`src/rtl/instr_fetch_unit.sv`:
```
// RV32I fetch stage: owns the fetch PC, issues word reads to imem and
// registers each returned word (with a one-entry skid) for decode.
module instr_fetch_unit #(
  parameter logic [31:0] RESET_PC = 32'h0000_0000
) (
  input  logic        clk,
  input  logic        rst_n,
  input  logic        PCSrc,
  input  logic [31:0] PCTarget,
  input  logic        Stall,
  output logic        imem_req,
  output logic [31:0] imem_addr,
  input  logic [31:0] imem_rdata,
  input  logic        imem_ready,
  output logic [31:0] Instr,
  output logic [31:0] PC,
  output logic [31:0] PCPlus4,
  output logic        Instr_valid
);

  localparam logic [31:0] START_PC =
    RESET_PC & 32'hFFFF_FFFC;
  localparam logic [31:0] NOP = 32'h0000_0013;

  typedef enum logic {
    S_REQ,
    S_HOLD
  } state_e;

  state_e      state_q, state_d;
  logic [31:0] fetch_pc_q, fetch_pc_d;
  logic        kill_q, kill_d;
  logic [31:0] kill_addr_q, kill_addr_d;
  logic [31:0] skid_q, skid_d;
  logic [31:0] skid_pc_q, skid_pc_d;
  logic [31:0] instr_q, instr_d;
  logic [31:0] pc_q, pc_d;
  logic        valid_q, valid_d;

  logic consume;
  logic load_ok;
  logic redir;

  assign consume = valid_q && !Stall;
  assign load_ok = !valid_q || !Stall;
  assign redir   = PCSrc && !Stall;

  always_comb begin
    state_d     = state_q;
    fetch_pc_d  = fetch_pc_q;
    kill_d      = kill_q;
    kill_addr_d = kill_addr_q;
    skid_d      = skid_q;
    skid_pc_d   = skid_pc_q;
    instr_d     = instr_q;
    pc_d        = pc_q;
    valid_d     = valid_q;

    if (redir) begin
      valid_d    = 1'b0;
      state_d    = S_REQ;
      fetch_pc_d = PCTarget & 32'hFFFF_FFFC;
      // keep the in-flight address stable until memory answers
      if (state_q == S_REQ && !imem_ready) begin
        kill_d = 1'b1;
        if (!kill_q) begin
          kill_addr_d = fetch_pc_q;
        end
      end else begin
        kill_d = 1'b0;
      end
    end else begin
      if (consume) begin
        valid_d = 1'b0;
      end
      unique case (state_q)
        S_REQ: begin
          if (imem_ready) begin
            if (kill_q) begin
              kill_d = 1'b0;
            end else if (load_ok) begin
              instr_d    = imem_rdata;
              pc_d       = fetch_pc_q;
              valid_d    = 1'b1;
              fetch_pc_d = fetch_pc_q + 32'd4;
            end else begin
              skid_d     = imem_rdata;
              skid_pc_d  = fetch_pc_q;
              fetch_pc_d = fetch_pc_q + 32'd4;
              state_d    = S_HOLD;
            end
          end
        end
        S_HOLD: begin
          if (load_ok) begin
            instr_d = skid_q;
            pc_d    = skid_pc_q;
            valid_d = 1'b1;
            state_d = S_REQ;
          end
        end
      endcase
    end
  end

  always_ff @(posedge clk or negedge rst_n) begin
    if (!rst_n) begin
      state_q     <= S_REQ;
      fetch_pc_q  <= START_PC;
      kill_q      <= 1'b0;
      kill_addr_q <= START_PC;
      skid_q      <= NOP;
      skid_pc_q   <= START_PC;
      instr_q     <= NOP;
      pc_q        <= START_PC;
      valid_q     <= 1'b0;
    end else begin
      state_q     <= state_d;
      fetch_pc_q  <= fetch_pc_d;
      kill_q      <= kill_d;
      kill_addr_q <= kill_addr_d;
      skid_q      <= skid_d;
      skid_pc_q   <= skid_pc_d;
      instr_q     <= instr_d;
      pc_q        <= pc_d;
      valid_q     <= valid_d;
    end
  end

  // gated so the request drops the instant reset asserts
  assign imem_req    = (state_q == S_REQ) && rst_n;
  assign imem_addr   = kill_q ? kill_addr_q : fetch_pc_q;
  assign Instr       = instr_q;
  assign PC          = pc_q;
  assign PCPlus4     = pc_q + 32'd4;
  assign Instr_valid = valid_q;

endmodule

```
`config.mk`:
```
export PLATFORM = sky130hd
export DESIGN_NAME = instr_fetch_unit
export DESIGN_NICKNAME = d
export VERILOG_FILES = /design/src/rtl/instr_fetch_unit.sv
export SDC_FILE = /design/constraint.sdc
export NUM_CORES = 1
export LEC_CHECK = 0
export CELL_PAD_IN_SITES_DETAIL_PLACEMENT = 0
export CELL_PAD_IN_SITES_GLOBAL_PLACEMENT = 1
export CORE_ASPECT_RATIO = 1.1
export CORE_MARGIN = 10
export CORE_UTILIZATION = 40
export CTS_BUF_LIST = sky130_fd_sc_hd__clkbuf_16
export CTS_CLUSTER_SIZE = 10
export DETAILED_ROUTE_END_ITERATION = 6
export MAX_ROUTING_LAYER = met4
export PLACE_DENSITY = 0.78
export SETUP_SLACK_MARGIN = 0.02
export SLEW_MARGIN = 20
export SYNTH_ARGS = -nofsm -noshare
export SYNTH_HDL_FRONTEND = slang
export SYNTH_SLANG_ARGS = --single-unit
```
`constraint.sdc`:
```
create_clock -name clk -period 2.12 [get_ports clk]
set_clock_uncertainty 0.05 [all_clocks]
set_input_delay 0.318 -clock clk [delete_from_list [all_inputs] [get_ports clk]]
set_output_delay 0.318 -clock clk [all_outputs]
set_load 0.05 [all_outputs]
```
### Word-level counts from Yosys, hierarchy flattened

Cells that the tools add are included.

| storage, ports and cells | value |
|---|---|
| register bits after elaboration | 195 |
| input bits | 69 |
| output and inout bits | 130 |
| word-level logic and storage cells | 65 |

| operators by class | value |
|---|---|
| reduce and logical (&&, ||, !) cells | 14 |
| bitwise logic cells | 4 |
| equality and inequality tests | 6 |
| muxes and demuxes | 30 |
| add/subtract/negate cells | 2 |

Operators with widths:

| operator | count |
|---|---|
| 2-to-1 mux 32 bit | 13 |
| one-hot mux 32 bit (2 select lines) | 2 |
| adder 32 x 3 -> 32 bit (second input constant) | 2 |
| 2-to-1 mux 1 bit | 13 |
| AND reduction 5 bit | 2 |
| inequality test 2 x 1 -> 1 bit (second input constant) | 3 |
| inequality test 2 bit (second input constant) | 3 |
| logical AND 1 bit | 4 |
| inverter 1 bit | 4 |
| one-hot mux 1 bit (2 select lines) | 2 |
| AND reduction 2 bit | 2 |
| logical NOT 1 bit | 3 |
| AND reduction 3 bit | 1 |
| nonzero test 2 bit | 1 |
| logical OR 1 bit | 1 |

### Depth between registers and ports, before layout

| logic depth | value |
|---|---|
| depth in word-level cells | 8 |
| gate-level depth with buffers | 7 |
| mapped depth without buffers | 5 |

### Worst setup path before layout

OpenSTA, ideal clock, no wires.

| timing | value |
|---|---|
| kind | flip-flop to output port |
| start | register pc_q[7] (netlist: PC[7]) |
| end | output port PCPlus4[21] |
| cell stages (with the launch flop) | 5 |
| data arrival time | 2.726 ns |
| slack | -0.974 ns |
| buffers on the path | 0 |
| cell sequence | dfrtp_1 > nand4_1 > nor4b_2 > nand4_1 > xnor2_1 |

| between the ends | value |
|---|---|
| word-level cells in the longest chain between the ends | 1 |

Ends and longest elaborated chain:

| element | line | text |
|---|---|---|
| start, declared | 37 | `logic [31:0] pc_q, pc_d;` |
| start signal, assigned | 125 | `pc_q <= pc_d;` |
| adder 32 x 3 -> 32 bit | 135 | `assign PCPlus4 = pc_q + 32'd4;` |
| end, declared | 17 | `output logic [31:0] PCPlus4,` |

Every way passes these cells.

### Worst setup path after layout

| timing | value |
|---|---|
| start | register pc_q[3] (netlist: PC[3]) |
| end | output port PCPlus4[22] |

Same word-level chain as after synthesis.

==> run_results.csv <==
group,metric,value,unit
status,status,"complete, but fails checks",
status,violations,"setup timing",
global_routing,grt_max_degree,119,
global_routing,grt_overflow,0,
layout,diodes,0,
floorplanning,die_h,179.3,µm
yosys,ys_warn_count,0,
placed_design,dp_cells,1422,
power_and_ir_drop,cellPowerDensity,1170,mW/mm²
route,drt_iter0_markers,410,
setup_path,start_kind,"register",
setup_path,cp_num_buf_inv,2,
yosys,async_flop_share,100.0,%
yosys,syn_inst,893,
setup_path,slowest_stage,"dfrtp_2",
setup_path,arrival,2130,ps
setup_path,cp_max_fo,5,
sta,fin_crit_sh,118.0,%
global_routing,grt_pass1_wl,39.70,mm
layout,final_layout_size_suffix_gt1_share,33.68,%
setup_path,cp-end-kind,"primary output",
global_routing,grt_pass1_vias,7273,
sta,fin_ws,-382.1,ps
clock_tree,clk_pin_slew_worst_paths,70,ps
floorplanning,initial_core_util,40.50,%
power_and_ir_drop,ir_drop,0.5875,mV
setup_path,crit_family,"simple AND/OR/NAND/NOR gates",
layout,final_cell_mix,"nand2_1, dfrtp_1, buf_4",
setup_path,cp.required,1750,ps
layout,utilization,61.58,%
setup_path,cp_slowest_stage_delay,380,ps
setup_path,crit_chain,"ha_2 > nand4_1 > nor4_2 > buf_4 > nand4_1 > xnor2_4 > buf_12",
sta,finalSetupTns,-5728,ps
yosys,ys_types,46,
yosys,syn_area_per_cell,10.33,µm²
route,viasPerCell,4.990,
clock_tree,cts_sinks,189,
sta,worst_pin_slew,677.7,ps
setup_path,reg2reg_from,"state_q",
sta,rsz0062_at_grt,"yes",
floorplanning,die_w,164.8,µm
placed_design,dp_hpwl,19.27,mm
setup_path,cpMostUsedCell,"nand4_1",
layout,final_cells,1470,
sta,maxSlewViolCount,0,
placed_design,io_buffer_count,192,
clock_tree,clkLatencyLatePin,420,ps
setup_path,worst-path-stages,7,
layout,multi_input_area,0.004840,mm²
floorplanning,core_area,0.02279,mm²
clock_tree,cts_root_buffer,"clkbuf_16",
sta,hold_viol,0,
sta,fin_crit,2502,ps
power_and_ir_drop,leakagePower,6.009,nW
layout,final_common_cell,"nand2_1",
route,vias,7335,
placed_design,place.gp.congestion,0.8190,
sta,max_freq,399.7,MHz
floorplanning,die-area,0.02955,mm²
setup_path,r2r_cells,4,
sta,hold-worst-slack,253.4,ps
route,totalWireLength,25.49,mm
route,drtAntennaViolNets,0,
layout,finalInstanceArea,0.01403,mm²
layout,area_growth,52.07,%
placed_design,place_area,0.01306,mm²
route,firstDrtPassIters,5,
layout,nFillCells,1874,
sta,worst_slew_margin_rel,54.82,%
clock_tree,cts_tree,"done",
yosys,synth_top_flop_cell,"dfrtp_1",
yosys,netlist_area,0.009228,mm²
clock_tree,cts_buffer_depth,2,
flow_run,max_cap_violations,0,
placed_design,pre_cts_ws,-172.6,ps
power_and_ir_drop,design_power_total,16.41,mW
yosys,synth-seq-cells,189,
floorplanning,io_pins,199,
sta,setup_viol,20,
layout,final_nets,1228,
yosys,yosysSeqAreaShare,51.34,%
layout,regArea,0.004768,mm²
global_routing,track_usage,17.51,%
min_path,hold_path.class,"in2async",
clock_tree,cts_inserted_buffers,17,
route,drc,0,
global_routing,antenna_found_initial,0,
route,routedWlPerCell,17.34,µm
setup_path,path_class,"reg2out",
floorplanning,std_cell_rows,58,
setup_path,startpoint,"PC[3]",
clock_tree,htreeDepth,4,
yosys,synth_edf_count,0,
[synth_stat cells (3+ instances only)]
master | n | area share [%]
and3_1 | 11 | 0.75
buf_2 | 16 | 0.87
nor3_1 | 6 | 0.33
buf_1 | 6 | 0.24
inv_1 | 7 | 0.28
dfrtp_1 | 183 | 50
mux2i_1 | 62 | 6.7
nand3_1 | 23 | 1.2
dfstp_2 | 6 | 1.7
xor2_1 | 11 | 1.0
nand4_1 | 25 | 1.7
or4_1 | 14 | 1.1
and2_1 | 4 | 0.27
nor2b_1 | 3 | 0.20
a31oi_1 | 16 | 1.1
nand2_1 | 189 | 7.7
xnor2_1 | 28 | 2.7
o31ai_1 | 14 | 1.1
nor2_1 | 27 | 1.1
clkbuf_1 | 33 | 1.3
nor4_1 | 5 | 0.34
mux2_2 | 88 | 11
a21oi_1 | 3 | 0.16
o21ai_0 | 81 | 4.4
buf_4 | 4 | 0.33
[metal layers]
layer	up-vias	track usage, %	wire (µm)
met2	165	28.28	12570
met3	14	4.869	1655
met4	0	4.173	270
li1	3641	-	-
met1	3515	21.38	10990
met5	-	-	0
[area by class of cell]
| type | count | area share [%] |
|---|---|---|
| Clock buffer | 17 | 3.032 |
| Clock inverter | 15 | 1.079 |
| Inverter | 7 | 0.1872 |
| Multi-Input combinational cell | 638 | 34.49 |
| Sequential cell | 189 | 33.98 |
| Tap cell | 300 | 2.675 |
| Timing Repair Buffer | 304 | 24.56 |
[flip-flops by register name (all words and copies together), names as in the netlist]
signal and flops:
skid_q 32, Instr_valid 1, Instr 32, kill_addr_q 32, PC 30, skid_pc_q 30
kill_q 1, state_q 1, fetch_pc_q 30
[path summary, 6_finish.rpt]
path                                    to  slack, ps
max in group asynchronous           PC[21]        860
min in group clk             fetch_pc_q[8]        410
setup reg to reg            fetch_pc_q[26]        210
setup / recovery               PCPlus4[22]       -380
hold / removal                 Instr_valid        250
hold reg to reg            kill_addr_q[10]        420
[worst reg2reg max path: stages (launching register included)]
cell       delay, ps
dfrtp_4          540
nand4bb_4        250
or2_1            310
or4_1            520
a31oi_1          170
[cells by family (layout without fill, tap and decap cells)]
| family | count (synthesis) | in the layout | synth area share, % |
|---|---|---|---|
| AND/OR/NAND/NOR | 323 | 323 | 16.57 |
| adder cells (fa/ha/maj) | 2 | 2 | 0.2711 |
| flip-flops | 189 | 189 | 51.34 |
| other | 1 | 4 | 0.04064 |
| buffers and inverters | 69 | 343 | 3.295 |
| XOR/XNOR | 39 | 39 | 3.702 |
| AO/OA/AOI/OAI | 120 | 120 | 7.322 |
| multiplexers | 150 | 150 | 17.46 |
[report_power, final]
| part | switching [mW] | internal (mW) |
|---|---|---|
| Clock | 1.48 | 1.67 |
| Combinational | 4.59 | 3.37 |
| Sequential | 0.614 | 4.70 |
[timing repair]
action                                 in CTS  in global routing
endpoints found under the hold margin      13                  0
gates resized for setup                    62                 25
pin swaps                                  22                 21
setup endpoints to repair                  68                 33
buffers inserted                           12                  4
hold buffers                                1                  0
(Power assumes the default switching activity.)
